**config.mk**
```make
export PLATFORM = sky130hd
export DESIGN_NAME = mac_wb_sequencer
export DESIGN_NICKNAME = d
export VERILOG_FILES = /design/src/rtl/mac_seq_pkg.sv /design/src/rtl/sync_fifo.sv /design/src/rtl/mac_wb_sequencer.sv
export SDC_FILE = /design/constraint.sdc
export NUM_CORES = 1
export LEC_CHECK = 0
export ABC_AREA = 1
export CAP_MARGIN = 20
export CORE_MARGIN = 2
export CORE_UTILIZATION = 50
export DETAILED_ROUTE_END_ITERATION = 10
export PLACE_DENSITY = 0.74
export SYNTH_ARGS = -nofsm -noshare
export SYNTH_HDL_FRONTEND = slang
export SYNTH_HIERARCHICAL = 1
export SYNTH_SLANG_ARGS = --single-unit
```
**constraint.sdc**
```tcl
create_clock -name wb_clk_i -period 14.6 [get_ports wb_clk_i]
set_input_delay 2.92 -clock wb_clk_i [delete_from_list [all_inputs] [get_ports wb_clk_i]]
set_output_delay 2.92 -clock wb_clk_i [all_outputs]
set_load 0.1 [all_outputs]
```
**src/rtl/mac_seq_pkg.sv**
```systemverilog
// Shared constants for the MAC Wishbone sequencer: register offsets, CTRL/STATUS
// bit positions, FSM state encodings and a byte-lane merge helper.
package mac_seq_pkg;

  localparam logic [2:0] REG_CTRL   = 3'd0;
  localparam logic [2:0] REG_STATUS = 3'd1;
  localparam logic [2:0] REG_OP_AB  = 3'd2;
  localparam logic [2:0] REG_OP_C   = 3'd3;
  localparam logic [2:0] REG_RESULT = 3'd4;

  localparam int CTRL_RUN    = 0;
  localparam int CTRL_IRQ_EN = 1;
  localparam int CTRL_FLUSH  = 2;

  localparam int STAT_OVF = 16;
  localparam int STAT_UDF = 17;

  localparam logic [1:0] S_IDLE    = 2'd0;
  localparam logic [1:0] S_ISSUE   = 2'd1;
  localparam logic [1:0] S_WAIT    = 2'd2;
  localparam logic [1:0] S_CAPTURE = 2'd3;

  // Replace only the byte lanes selected by sel.
  function automatic logic [31:0] merge_bytes(input logic [31:0] old_val,
                                              input logic [31:0] new_val,
                                              input logic [3:0] sel);
    logic [31:0] r;
    r = old_val;
    for (int i = 0; i < 4; i++)
      if (sel[i]) r[i*8 +: 8] = new_val[i*8 +: 8];
    return r;
  endfunction

endpackage

```
**src/rtl/sync_fifo.sv**
```systemverilog
// Single-clock FIFO with extra-bit pointers; clear has priority over push/pop,
// a push while full and a pop while empty are ignored.
module sync_fifo #(
  parameter int WIDTH = 32,
  parameter int DEPTH = 4
) (
  input  logic                       clk,
  input  logic                       rst_n,
  input  logic                       clear,
  input  logic                       push,
  input  logic                       pop,
  input  logic [WIDTH-1:0]           din,
  output logic [WIDTH-1:0]           dout,
  output logic                       full,
  output logic                       empty,
  output logic [$clog2(DEPTH):0]     count
);
  localparam int AW = $clog2(DEPTH);

  logic [WIDTH-1:0] mem [DEPTH];
  logic [AW:0]      wr_ptr, rd_ptr;
  logic             do_push, do_pop;

  assign empty   = (wr_ptr == rd_ptr);
  assign full    = (wr_ptr[AW] != rd_ptr[AW]) && (wr_ptr[AW-1:0] == rd_ptr[AW-1:0]);
  assign count   = wr_ptr - rd_ptr;
  assign dout    = mem[rd_ptr[AW-1:0]];
  assign do_push = push && !full && !clear;
  assign do_pop  = pop && !empty && !clear;

  always_ff @(posedge clk or negedge rst_n) begin
    if (!rst_n) begin
      wr_ptr <= '0;
      rd_ptr <= '0;
    end else if (clear) begin
      wr_ptr <= '0;
      rd_ptr <= '0;
    end else begin
      if (do_push) wr_ptr <= wr_ptr + 1'b1;
      if (do_pop)  rd_ptr <= rd_ptr + 1'b1;
    end
  end

  always_ff @(posedge clk) begin
    if (do_push) mem[wr_ptr[AW-1:0]] <= din;
  end

endmodule

```
**src/rtl/mac_wb_sequencer.sv**
```systemverilog
// Wishbone front end that queues operand sets for the FFPMAC, issues them one at
// a time, waits out the MAC latency and queues the results for firmware readback.
module mac_wb_sequencer
  import mac_seq_pkg::*;
#(
  parameter int DEPTH = 4,
  parameter int LAT   = 3
) (
  input  logic        wb_clk_i,
  input  logic        wb_rstn_i,
  input  logic        wbs_stb_i,
  input  logic        wbs_cyc_i,
  input  logic        wbs_we_i,
  input  logic [3:0]  wbs_sel_i,
  input  logic [31:0] wbs_adr_i,
  input  logic [31:0] wbs_dat_i,
  output logic        wbs_ack_o,
  output logic [31:0] wbs_dat_o,
  output logic [15:0] mac_a,
  output logic [15:0] mac_b,
  output logic [31:0] mac_c,
  output logic [1:0]  mac_rnd,
  input  logic [31:0] mac_result,
  output logic        irq,
  output logic [1:0]  dbg_state
);
  localparam int CW = $clog2(LAT) + 1;
  localparam int QW = $clog2(DEPTH) + 1;

  // Handshake: a request is accepted when cyc&stb are high and ack is low;
  // ack follows one cycle later for exactly one cycle, together with read data
  // and all register side effects.
  logic        acc, wr, rd;
  logic [2:0]  reg_sel;
  logic        run, irq_en, ovf, udf;
  logic [31:0] op_ab;
  logic [1:0]  state;
  logic [CW-1:0] cnt;
  logic        flush, op_push, op_pop, res_push, res_pop;
  logic [63:0] opq_head;
  logic [31:0] resq_head, rdata_next;
  logic        opq_full, opq_empty, resq_full, resq_empty;
  logic [QW-1:0] opq_cnt, resq_cnt;
  logic [28:0] unused_adr;

  assign unused_adr = {wbs_adr_i[31:5], wbs_adr_i[1:0]};
  assign acc     = wbs_cyc_i && wbs_stb_i && !wbs_ack_o;
  assign wr      = acc && wbs_we_i;
  assign rd      = acc && !wbs_we_i;
  assign reg_sel = wbs_adr_i[4:2];

  assign flush    = wr && reg_sel == REG_CTRL && wbs_sel_i[0] && wbs_dat_i[CTRL_FLUSH];
  assign op_push  = wr && reg_sel == REG_OP_C;
  assign res_pop  = rd && reg_sel == REG_RESULT;
  assign op_pop   = (state == S_ISSUE);
  assign res_push = (state == S_CAPTURE) && !resq_full;
  assign dbg_state = state;

  sync_fifo #(.WIDTH(64), .DEPTH(DEPTH)) u_opq (
    .clk(wb_clk_i), .rst_n(wb_rstn_i), .clear(flush),
    .push(op_push), .pop(op_pop),
    .din({op_ab, merge_bytes(32'h0, wbs_dat_i, wbs_sel_i)}),
    .dout(opq_head), .full(opq_full), .empty(opq_empty), .count(opq_cnt)
  );

  sync_fifo #(.WIDTH(32), .DEPTH(DEPTH)) u_resq (
    .clk(wb_clk_i), .rst_n(wb_rstn_i), .clear(flush),
    .push(res_push), .pop(res_pop),
    .din(mac_result),
    .dout(resq_head), .full(resq_full), .empty(resq_empty), .count(resq_cnt)
  );

  always_comb begin
    rdata_next = '0;
    case (reg_sel)
      REG_CTRL:   rdata_next = {26'b0, mac_rnd, 2'b00, irq_en, run};
      REG_STATUS: rdata_next = {14'b0, udf, ovf, 4'(resq_cnt), 4'(opq_cnt), 3'b0,
                                resq_empty, resq_full, opq_empty, opq_full,
                                state != S_IDLE};
      REG_OP_AB:  rdata_next = op_ab;
      REG_RESULT: rdata_next = resq_empty ? 32'h0 : resq_head;
      default:    rdata_next = '0;
    endcase
  end

  always_ff @(posedge wb_clk_i or negedge wb_rstn_i) begin
    if (!wb_rstn_i) begin
      wbs_ack_o <= 1'b0;
      wbs_dat_o <= '0;
      run       <= 1'b0;
      irq_en    <= 1'b0;
      mac_rnd   <= 2'b01;
      op_ab     <= '0;
      ovf       <= 1'b0;
      udf       <= 1'b0;
      irq       <= 1'b0;
    end else begin
      wbs_ack_o <= acc;
      wbs_dat_o <= rd ? rdata_next : 32'h0;
      irq       <= irq_en && !resq_empty;
      if (wr && reg_sel == REG_CTRL && wbs_sel_i[0]) begin
        run     <= wbs_dat_i[CTRL_RUN];
        irq_en  <= wbs_dat_i[CTRL_IRQ_EN];
        mac_rnd <= wbs_dat_i[5:4];
      end
      if (wr && reg_sel == REG_OP_AB)
        op_ab <= merge_bytes(op_ab, wbs_dat_i, wbs_sel_i);
      if (op_push && opq_full)
        ovf <= 1'b1;
      else if (wr && reg_sel == REG_STATUS && wbs_sel_i[2] && wbs_dat_i[STAT_OVF])
        ovf <= 1'b0;
      if (res_pop && resq_empty)
        udf <= 1'b1;
      else if (wr && reg_sel == REG_STATUS && wbs_sel_i[2] && wbs_dat_i[STAT_UDF])
        udf <= 1'b0;
    end
  end

  // Operands stay registered from ISSUE until the next ISSUE, so a stall in
  // CAPTURE keeps the MAC output valid.
  always_ff @(posedge wb_clk_i or negedge wb_rstn_i) begin
    if (!wb_rstn_i) begin
      state <= S_IDLE;
      cnt   <= '0;
      mac_a <= '0;
      mac_b <= '0;
      mac_c <= '0;
    end else if (flush) begin
      state <= S_IDLE;
    end else begin
      case (state)
        S_IDLE:
          if (run && !opq_empty) state <= S_ISSUE;
        S_ISSUE: begin
          {mac_b, mac_a, mac_c} <= opq_head;
          cnt   <= CW'(LAT - 1);
          state <= S_WAIT;
        end
        S_WAIT:
          if (cnt == '0) state <= S_CAPTURE;
          else           cnt   <= cnt - 1'b1;
        S_CAPTURE:
          if (!resq_full) state <= (run && !opq_empty) ? S_ISSUE : S_IDLE;
        default: state <= S_IDLE;
      endcase
    end
  end

endmodule

```
==> impl_metrics.yaml <==
global_route:
  grt_pass1_vias: 13800
  antenna_found_initial: 4
  grt.total_usage: 0.231
  grt_pass1_wl_um: 79000
  globalRouteOverflowTotal: 0
  grt_max_degree: 89
synth:
  syn_inst: 1839
  synth_cell_types: 31
  syn-num-nets: 1967
  yosysTopAreaCell: "edfxtp_1"
  yosys.area.top_type_share: 0.537
  seq_area_frac_synth: 0.715
  yosysWarnings: 6
  ys_top_cells_by_area: "edfxtp_1 (54%), dfrtp_1 (18%), nand2_1 (6.7%), nor2_1 (3.8%), o21ai_0 (3.6%)"
  netlist_area_um2: 21500
  synth_seq_cells: 537
  synth.avg_cell_area_um2: 11.7
clocking:
  cts_setup_buffers: 0
  htree_levels: 2
  cts_tree: "done"
  cts_resized: 0
  clock_latency_ns: 0.58
  numCtsBuffers: 52
  clockBufferDepth: 3
  clkTransAtPathRegs_ns: 0.06
  postCtsHoldBufs: 0
  cts_sinks: 537
  ctsRootBufferMaster: "clkbuf_16"
cells_and_area:
  nNetsFinal: 2120
  nFillCells: 3270
  stdcell_count: 2576
  layout-drive-gt1-share: 0.0648
  final_common_cell: "nand2_1"
  area_growth_pct: 18.0
  final_cell_mix: "nand2_1 (386), edfxtp_1 (384), nor2_1 (210)"
  finish.utilization: 0.602
timing:
  timing.fmax_mhz: 143
  worst_pin_slew_ns: 1.04
  rsz0062_at_grt: "false"
  whs_ns: 0.467
  finalCriticalPeriod_ns: 7.02
  finalHoldViolCount: 0
  setup_tns_ns: 0
  slew_headroom: 0.304
  fin_skew_ns: 0.0168
  slew_violations: 0
  finalSetupViolCount: 0
  period_share: 0.481
die:
  dieArea_um2: 44600
  initial_core_util: 0.510
  die_y_um: 211
  num_rows: 75
  die_w_um: 211
  io_pins: 207
  coreArea_um2: 42100
placed_design:
  routabilityCongestion: 0.859
  placedCellCount: 2475
  numPortBuffers: 177
  place_hpwl_um: 31600
drt:
  drc_errors: 0
  routed_via_density: 5.68
  via_count: 14600
  drtIter0Drc: 1546
  dr.pass1.iters: 6
  final_antenna_net_count: 0
  avgRoutedWirePerCell_um: 20.0
  drt_wl_total_um: 51600
min_path:
  worstHoldEndpoint: "mac_c[14]"
  min_from: "mac_c[14]"
  hold_path.class: "reg2reg"
  whs_path_depth: 2
critical_path:
  timing.rr.end: "u_opq/mem[1][1]"
  crit_slowest_cell: "nor2_4"
  worst_setup_path_end_kind: "flop"
  r2r_slack_ns: 10.29
  r2r-start: "wbs_ack_o"
  cp_data_required_time_ns: 14.81
  start_kind: "primary input"
  worst-setup-path-type: "in2reg"
  crit_arrival_ns: 7.22
  r2r_cells: 9
  slowest_delay_ns: 0.91
  crit_chain: "clkdlybuf4s50_1 > inv_2 > nor2_4 > nand3_4 > inv_1 > inv_1 > nand3_1 > nor2_4 > buf_4"
  path_max_fanout: 70
power:
  p_leak_nw: 9.97
  p_per_area_nw_per_um2: 205
  fin_total_pwr_w: 0.00519
  vdd_drop_max_mv: 0.128
flow_run:
  drv_cap: 0
status:
  status: "finished clean"
synthesized netlist by cell type:
library cell / count
nand3_4: 1
buf_1: 3
o22ai_1: 96
inv_1: 88
buf_6: 21
o21ai_1: 70
nor2_4: 2
a31oi_1: 1
nand4_1: 14
dfstp_2: 1
edfxtp_1: 384
buf_2: 32
inv_4: 1
nand3_2: 1
fa_1: 2
o21ai_0: 156
nand2_1: 386
nor2_2: 5
dfrtp_1: 152
a21oi_1: 23
nand3_1: 101
nor2_1: 219
nor3_4: 1
buf_4: 4
ha_1: 21
clkbuf_1: 39
inv_2: 10
xnor2_1: 1
nor4_1: 1
xor2_1: 2
nand2_2: 1
layer usage:
metal / track usage / part of all wire / routed length, um / up-vias
li1: - / - / - / 6700
met4: 0.0755 / 0.029 / 1470 / 6
met2: 0.372 / 0.48 / 24500 / 650
met1: 0.321 / 0.41 / 21200 / 7183
met5: 0 / 0.00083 / 43 / -
met3: 0.0407 / 0.084 / 4310 / 103
kinds of logic after synthesis:
| family | count (synthesis) | share of synthesized area |
|---|---|---|
| AND/OR/NAND/NOR | 732 | 0.138 |
| adder cells (fa/ha/maj) | 23 | 0.0141 |
| XOR/XNOR | 3 | 0.00122 |
| flip-flops | 537 | 0.715 |
| buffers and inverters | 198 | 0.0446 |
| AO/OA/AOI/OAI | 346 | 0.0863 |
flip-flops by register name, indices dropped and copies added, names as in the netlist, 16 cells and up:
signal and flops:
wbs_dat_o 32, u_resq/mem 128, mac_b 16, op_ab 32
mac_c 32, mac_a 16, u_opq/mem 256
critical path: cells and delay by family:
kind / cells / cell delay (ns)
and+or+nand+nor: 4 / 1.98
buffers and inverters: 5 / 2.25
area by class of cell:
| class | count | area, um2 | share of cell area |
|---|---|---|---|
| Sequential cell | 537 | 15400 | 0.606 |
| Multi-Input combinational cell | 1104 | 5200 | 0.205 |
| Timing Repair Buffer | 198 | 1980 | 0.0782 |
| Clock buffer | 78 | 1510 | 0.0596 |
| Tap cell | 539 | 674 | 0.0266 |
| Inverter | 99 | 374 | 0.0148 |
| Clock inverter | 20 | 234 | 0.00923 |
| Antenna cell | 1 | 2.50 | 0.0000987 |
power breakdown:
group / switching (W) / total [W] / leakage (nW) / internal [W]
sequential: 0.000118 / 0.00194 / 5.49 / 0.00182
clock: 0.000553 / 0.00136 / 0.857 / 0.000803
combinational: 0.00143 / 0.00190 / 3.62 / 0.000470
how the worst max path moves through the flow:
stage                             from               end  cells past startpoint
after floorplan           wbs_sel_i[0]   u_opq/mem[0][0]                      9
after global placement    wbs_sel_i[0]  u_opq/mem[1][12]                      9
after detailed placement  wbs_sel_i[0]  u_opq/mem[1][12]                      9
after CTS                 wbs_sel_i[0]   u_opq/mem[1][0]                      9
after global routing      wbs_sel_i[0]   u_opq/mem[1][0]                      9
final                     wbs_sel_i[0]   u_opq/mem[1][1]                      9
metrics by stage:
step | instance area, um2 | setup WS (ns)
2_1_floorplan | 21500 | 7.53
3_3_place_gp | 23500 | 7.07
3_5_place_dp | 23500 | 6.97
4_1_cts | 25300 | 7.56
5_1_grt | 25300 | 7.28
6_report | 25300 | 7.58
Note: power is estimated with default switching activity, not from simulation.
